==> config.mk <==
export PLATFORM = sky130hd
export DESIGN_NAME = fu_issue_scheduler_flat
export DESIGN_NICKNAME = d
export VERILOG_FILES = /design/src/rtl/fu_issue_scheduler_if.sv /design/src/rtl/fu_issue_scheduler.sv /design/src/flat_wrapper.sv
export SDC_FILE = /design/constraint.sdc
export NUM_CORES = 2
export LEC_CHECK = 0
export CAP_MARGIN = 10
export CELL_PAD_IN_SITES_DETAIL_PLACEMENT = 2
export CELL_PAD_IN_SITES_GLOBAL_PLACEMENT = 2
export CORE_ASPECT_RATIO = 1.4
export CORE_UTILIZATION = 35
export DETAILED_ROUTE_END_ITERATION = 8
export PLACE_DENSITY_LB_ADDON = 0.25
export SKIP_CTS_REPAIR_TIMING = 1
export SLEW_MARGIN = 5
export SYNTH_ARGS = -nofsm -noshare
export SYNTH_HDL_FRONTEND = slang
export SYNTH_SLANG_ARGS = --single-unit
==> constraint.sdc <==
create_clock -name clk -period 11.11 [get_ports clk]
set_input_delay 1.6665 -clock clk [delete_from_list [all_inputs] [get_ports clk]]
set_output_delay 1.6665 -clock clk [all_outputs]
set_load 0.005 [all_outputs]
==> src/rtl/fu_issue_scheduler_if.sv <==
// Packet types and the RS <-> FU-queue bundle for the issue scheduler.
package fu_issue_scheduler_pkg;

   typedef enum logic [2:0] {
      FU_NONE = 3'd0,
      ALU_1   = 3'd1,
      LS_1    = 3'd2,
      MULT_1  = 3'd3,
      BRANCH  = 3'd4,
      FP_1    = 3'd5
   } fu_sel_e;

   typedef struct packed {
      logic        valid;
      fu_sel_e     dec_fu_unit_sel;
      logic [31:0] PC;
      logic [4:0]  dest_reg;
   } RS_S_PACKET;

   typedef struct packed {
      logic alu;
      logic ls;
      logic mult;
      logic branch;
   } FU_FIFO_PACKET;

endpackage

interface fu_issue_scheduler_if;
   import fu_issue_scheduler_pkg::*;

   logic                squash;
   RS_S_PACKET [2:0]    rsb_issue_packets;
   logic [3:0]          fu_ready;
   FU_FIFO_PACKET       fu_fifo_stall;
   RS_S_PACKET [3:0]    fu_pkt;
   logic [3:0]          fu_pkt_valid;

   // RS side / FU side driver
   modport master (
      output squash, rsb_issue_packets, fu_ready,
      input  fu_fifo_stall, fu_pkt, fu_pkt_valid
   );

   // Scheduler side
   modport slave (
      input  squash, rsb_issue_packets, fu_ready,
      output fu_fifo_stall, fu_pkt, fu_pkt_valid
   );

endinterface

==> src/rtl/fu_issue_scheduler.sv <==
// Four per-class issue FIFOs (ALU, LS, MULT, BRANCH) between RS and the FUs.
// Class index map everywhere: 0=ALU_1, 1=LS_1, 2=MULT_1, 3=BRANCH.
module fu_issue_scheduler
   import fu_issue_scheduler_pkg::*;
#(
   parameter int unsigned FIFO_DEPTH  = 8,
   parameter int unsigned ISSUE_WIDTH = 3
) (
   input logic                clk,
   input logic                rst,
   fu_issue_scheduler_if.slave bus
);

   localparam int unsigned PW = $clog2(FIFO_DEPTH);

   typedef logic [PW-1:0] ptr_t;
   typedef logic [PW:0]   cnt_t;

   RS_S_PACKET mem_q [4][FIFO_DEPTH];
   ptr_t       head_q  [4];
   ptr_t       tail_q  [4];
   cnt_t       count_q [4];

   logic [3:0][2:0] wr_en;
   ptr_t            wr_idx [4][3];
   cnt_t            enq    [4];
   logic [3:0]      deq;
   logic [3:0]      stall;
   logic            drop;

   // {hit, class index}; hit=0 for packets that belong to no queue
   function automatic logic [2:0] class_of(input fu_sel_e sel);
      case (sel)
         ALU_1:   class_of = 3'b100;
         LS_1:    class_of = 3'b101;
         MULT_1:  class_of = 3'b110;
         BRANCH:  class_of = 3'b111;
         default: class_of = 3'b000;
      endcase
   endfunction

   // Enqueue slot allocation: oldest lane first, so overflow drops youngest first
   always_comb begin
      wr_en = '0;
      drop  = 1'b0;
      for (int c = 0; c < 4; c++) begin
         enq[c] = '0;
         for (int i = 0; i < 3; i++) wr_idx[c][i] = '0;
      end
      for (int c = 0; c < 4; c++) begin
         for (int i = 2; i >= 0; i--) begin
            if (bus.rsb_issue_packets[i].valid &&
                class_of(bus.rsb_issue_packets[i].dec_fu_unit_sel) == {1'b1, 2'(c)}) begin
               if (count_q[c] + enq[c] < cnt_t'(FIFO_DEPTH)) begin
                  wr_en[c][i]  = 1'b1;
                  wr_idx[c][i] = tail_q[c] + ptr_t'(enq[c]);
                  enq[c]       = enq[c] + cnt_t'(1);
               end else begin
                  drop = 1'b1;
               end
            end
         end
      end
   end

   // Show-ahead outputs, dequeue decision and stall, all from registered counts
   always_comb begin
      for (int c = 0; c < 4; c++) begin
         bus.fu_pkt_valid[c] = (count_q[c] != '0);
         bus.fu_pkt[c]       = (count_q[c] != '0) ? mem_q[c][head_q[c]] : '0;
         deq[c]              = (count_q[c] != '0) && bus.fu_ready[c];
         stall[c]            = (cnt_t'(FIFO_DEPTH) - count_q[c]) < cnt_t'(ISSUE_WIDTH);
      end
      bus.fu_fifo_stall.alu    = stall[0];
      bus.fu_fifo_stall.ls     = stall[1];
      bus.fu_fifo_stall.mult   = stall[2];
      bus.fu_fifo_stall.branch = stall[3];
   end

   // Pointer/count state; rst beats squash beats normal traffic
   always_ff @(posedge clk) begin
      for (int c = 0; c < 4; c++) begin
         if (rst || bus.squash) begin
            head_q[c]  <= '0;
            tail_q[c]  <= '0;
            count_q[c] <= '0;
         end else begin
            head_q[c]  <= head_q[c] + ptr_t'(deq[c]);
            tail_q[c]  <= tail_q[c] + ptr_t'(enq[c]);
            count_q[c] <= count_q[c] + enq[c] - cnt_t'(deq[c]);
         end
      end
   end

   // Storage writes; contents are don't-care once counts are cleared
   always_ff @(posedge clk) begin
      for (int c = 0; c < 4; c++) begin
         for (int i = 0; i < 3; i++) begin
            if (wr_en[c][i]) mem_q[c][wr_idx[c][i]] <= bus.rsb_issue_packets[i];
         end
      end
   end

   // RS must honour stall; a dropped packet means the contract was broken
   always_ff @(posedge clk) begin
      if (!rst && !bus.squash) begin
         assert (!drop) else $error("fu_issue_scheduler: enqueue dropped on full queue");
      end
   end

endmodule

==> src/flat_wrapper.sv <==
// flat-port wrapper written by rule: the top's interface ports become plain ports
module fu_issue_scheduler_flat import fu_issue_scheduler_pkg::*;
#(
   parameter int unsigned FIFO_DEPTH  = 8,
   parameter int unsigned ISSUE_WIDTH = 3
)
  (clk, rst, bus_squash, bus_rsb_issue_packets, bus_fu_ready, bus_fu_fifo_stall, bus_fu_pkt, bus_fu_pkt_valid);
  fu_issue_scheduler_if bus_i ();
  input logic clk;
  input logic rst;
  input wire logic [$bits(bus_i.squash)-1:0] bus_squash;
  input wire logic [$bits(bus_i.rsb_issue_packets)-1:0] bus_rsb_issue_packets;
  input wire logic [$bits(bus_i.fu_ready)-1:0] bus_fu_ready;
  output wire logic [$bits(bus_i.fu_fifo_stall)-1:0] bus_fu_fifo_stall;
  output wire logic [$bits(bus_i.fu_pkt)-1:0] bus_fu_pkt;
  output wire logic [$bits(bus_i.fu_pkt_valid)-1:0] bus_fu_pkt_valid;
  assign bus_i.squash = bus_squash;
  assign bus_i.rsb_issue_packets = bus_rsb_issue_packets;
  assign bus_i.fu_ready = bus_fu_ready;
  assign bus_fu_fifo_stall = bus_i.fu_fifo_stall;
  assign bus_fu_pkt = bus_i.fu_pkt;
  assign bus_fu_pkt_valid = bus_i.fu_pkt_valid;
  fu_issue_scheduler #(.FIFO_DEPTH(FIFO_DEPTH), .ISSUE_WIDTH(ISSUE_WIDTH)) u_core (.clk(clk), .rst(rst), .bus(bus_i));
endmodule
==> flow_metrics.env <==
export IMPL_cp_end_kind="flop"
export IMPL_multi_input_area_mm2=0.0371
export IMPL_io_buffer_count=301
export IMPL_fin_area_mm2=0.0904
export IMPL_root_buffer="clkbuf_16"
export IMPL_synth_avg_cell_area_um2=11.3
export IMPL_clock_sinks=1352
export IMPL_synth_warnings=0
export IMPL_total_power_mw=14.6
export IMPL_clk_path_buf_depth=4
export IMPL_synth_top_area_share_pct=49.0
export IMPL_via_per_inst=6.14
export IMPL_ys_flop_type="edfxtp_1"
export IMPL_fmax_mhz=159
export IMPL_synth_edf_count=1312
export IMPL_drt_first_pass_iters=6
export IMPL_maxCapViolCount=0
export IMPL_wire_per_inst_um=34.6
export IMPL_numCtsBuffers=159
export IMPL_finalSetupViolCount=0
export IMPL_drive_above_1_share_pct=13.3
export IMPL_drcViolationCount=0
export IMPL_antenna_found_initial=16
export IMPL_drt_iter0_markers=5181
export IMPL_gp_congestion=0.859
export IMPL_hold_violations=0
export IMPL_overflow=0
export IMPL_fillers=23500
export IMPL_die_w_um=407
export IMPL_hold_ws_ns=0.796
export IMPL_grt_pass1_vias=68100
export IMPL_cts_htree_levels=4
export IMPL_layout_area_overhead_vs_synth_pct=12.4
export IMPL_vdd_drop_max_uv=183
export IMPL_grt_max_degree=79
export IMPL_die_area_mm2=0.232
export IMPL_regArea_mm2=0.0402
export IMPL_synthArstFlopShare_pct=0
export IMPL_crit_type="in2reg"
export IMPL_ant_nets=0
export IMPL_synth_most_common_cell="mux2i_1"
export IMPL_grt_pass1_wl_um=496000
export IMPL_cts_tree="built"
export IMPL_finClkSkew_ns=0.0435
export IMPL_rows=207
export IMPL_synthTopCellsByCount="1,319 x mux2i_1, 1,312 x edfxtp_1, 838 x nand2_1"
export IMPL_io_pins=302
export IMPL_arrival_ns=6.73
export IMPL_vias=61900
export IMPL_leakage_nw=34.3
export IMPL_clock_latency_ns=0.84
export IMPL_final_util_pct=39.7
export IMPL_worstPathRequired_ns=11.55
export IMPL_setup_tns_ns=0
export IMPL_power_density_mw_per_mm2=162
export IMPL_nets=7127
export IMPL_outcome="finished, final reports clean"
export IMPL_syn_area_mm2=0.0805
export IMPL_syn_inst=7138
export IMPL_coreArea_mm2=0.228
export IMPL_period_share_pct=56.6
export IMPL_yosysTopAreaCell="edfxtp_1"
export IMPL_dp_hpwl_um=214000
export IMPL_yosysUniqueCellTypes=63
export IMPL_syn_nets=7339
export IMPL_synth_area_leaders="edfxtp_1 49%, mux2i_1 16%, mux4_2 9.2%, o21ai_0 3.9%, nand2_1 3.9%"
export IMPL_placed_cell_area_mm2=0.0855
export IMPL_relSlewSlack_pct=14.7
export IMPL_cp_start_kind="primary input"
export IMPL_synth_seq_area_share_pct=50.0
export IMPL_reg2reg_slack_ns=5.75
export IMPL_clk_pin_slew_ns=0.06
export IMPL_start_util_pct=35.3
export IMPL_fin_crit_ns=6.28
export IMPL_slew_violations=0
export IMPL_rsz0062_at_grt="no"
export IMPL_wl_um=349000
export IMPL_hold_class="reg2reg"
export IMPL_critPathMaxFanout=42
export IMPL_grt_usage_pct=29.5
export IMPL_tightest_slew_ns=1.28
export IMPL_ys_ff_latch=1352
export IMPL_fp_dieH_um=569
[cell families (layout without fill, tap and decap cells)]
logic type | Yosys count | after routing | synth area share [%]
other | 0 | 8 | 0
AOI/OAI and AO/OA | 1258 | 1258 | 8.13
adders and majority gates | 71 | 71 | 1.21
DFF | 1352 | 1352 | 50.0
xor gates and xnor gates | 39 | 39 | 0.434
muxes | 1652 | 1652 | 25.7
buffers and inverters | 937 | 837 | 4.88
and+or+nand+nor | 1829 | 1829 | 9.73
[worst max-delay path, stage by stage]
cell	delay [ns]
clkdlybuf4s50_1	0.56
and4bb_2	0.36
nand2_1	0.32
clkinv_1	0.34
ha_1	0.30
ha_1	0.20
xnor2_1	0.33
nor4b_1	0.88
nand2_4	0.77
o311ai_2	0.30
buf_4	0.64
[per-layer routing]
metal	GRT usage [%]	vias to the layer above	part of all wire (%)
met2	52.1	2198	51
met4	14.3	10	5.1
met1	35.2	33200	39
met5	0	-	0.017
li1	-	25700	-
met3	3.88	781	5.3
[area by class of cell]
class	count	share of cell area [%]
clock inverters	88	0.829
repair buffers	500	4.65
inverters	64	0.266
multi-input cells	4849	41.0
clock buffers	185	4.55
well taps	3030	4.19
diodes	8	0.0221
flip-flops and latches	1352	44.5
[power breakdown]
part           switching, mW  leakage, nW  internal, mW  total (mW)
logic                   2.07         19.7          1.48        3.56
clock network           2.27         2.39          2.94        5.21
registers              0.135         12.2          5.73        5.86
total                   4.48         34.3          10.2        14.6
[flip-flops by register name (all words and copies together) (netlist names)]
signal          cells
u_core.count_q     16
u_core.mem_q     1312
u_core.head_q      12
u_core.tail_q      12
[cells in the final DEF, fill, tap and decap left out, drive strengths merged, types with 32 or more instances in the layout]
cell / instances
mux4: 328
nor2: 685
nand3b: 64
clkinv: 69
o21ai: 713
clkdlybuf4s50: 241
a21oi: 453
ha: 60
edfxtp: 1312
nand2: 842
and2: 32
a31oi: 42
inv: 67
and3: 62
buf: 258
dfxtp: 40
clkbuf: 186
mux2i: 1319
[per-stage QoR]
step           std cells  setup WS, ns
3_3_place_gp        9795          4.28
2_1_floorplan       7138          1.83
4_1_cts            10100          4.89
6_report           10100          4.83
5_1_grt            10100          4.57
3_5_place_dp        9795          4.03
[path summary, 6_finish.rpt]
| kind | startpoint | to | cells past startpoint |
|---|---|---|---|
| worst min-delay path | u_core.head_q[0][2] | u_core.head_q[0][2] | 2 |
| worst min register to register | u_core.head_q[0][2] | u_core.head_q[0][2] | 2 |
| worst max register to register | u_core.count_q[0][3] | u_core.mem_q[0][305] | 10 |
| worst max-delay path | bus_rsb_issue_packets[120] | u_core.mem_q[0][305] | 11 |
(Power assumes the default switching activity.)
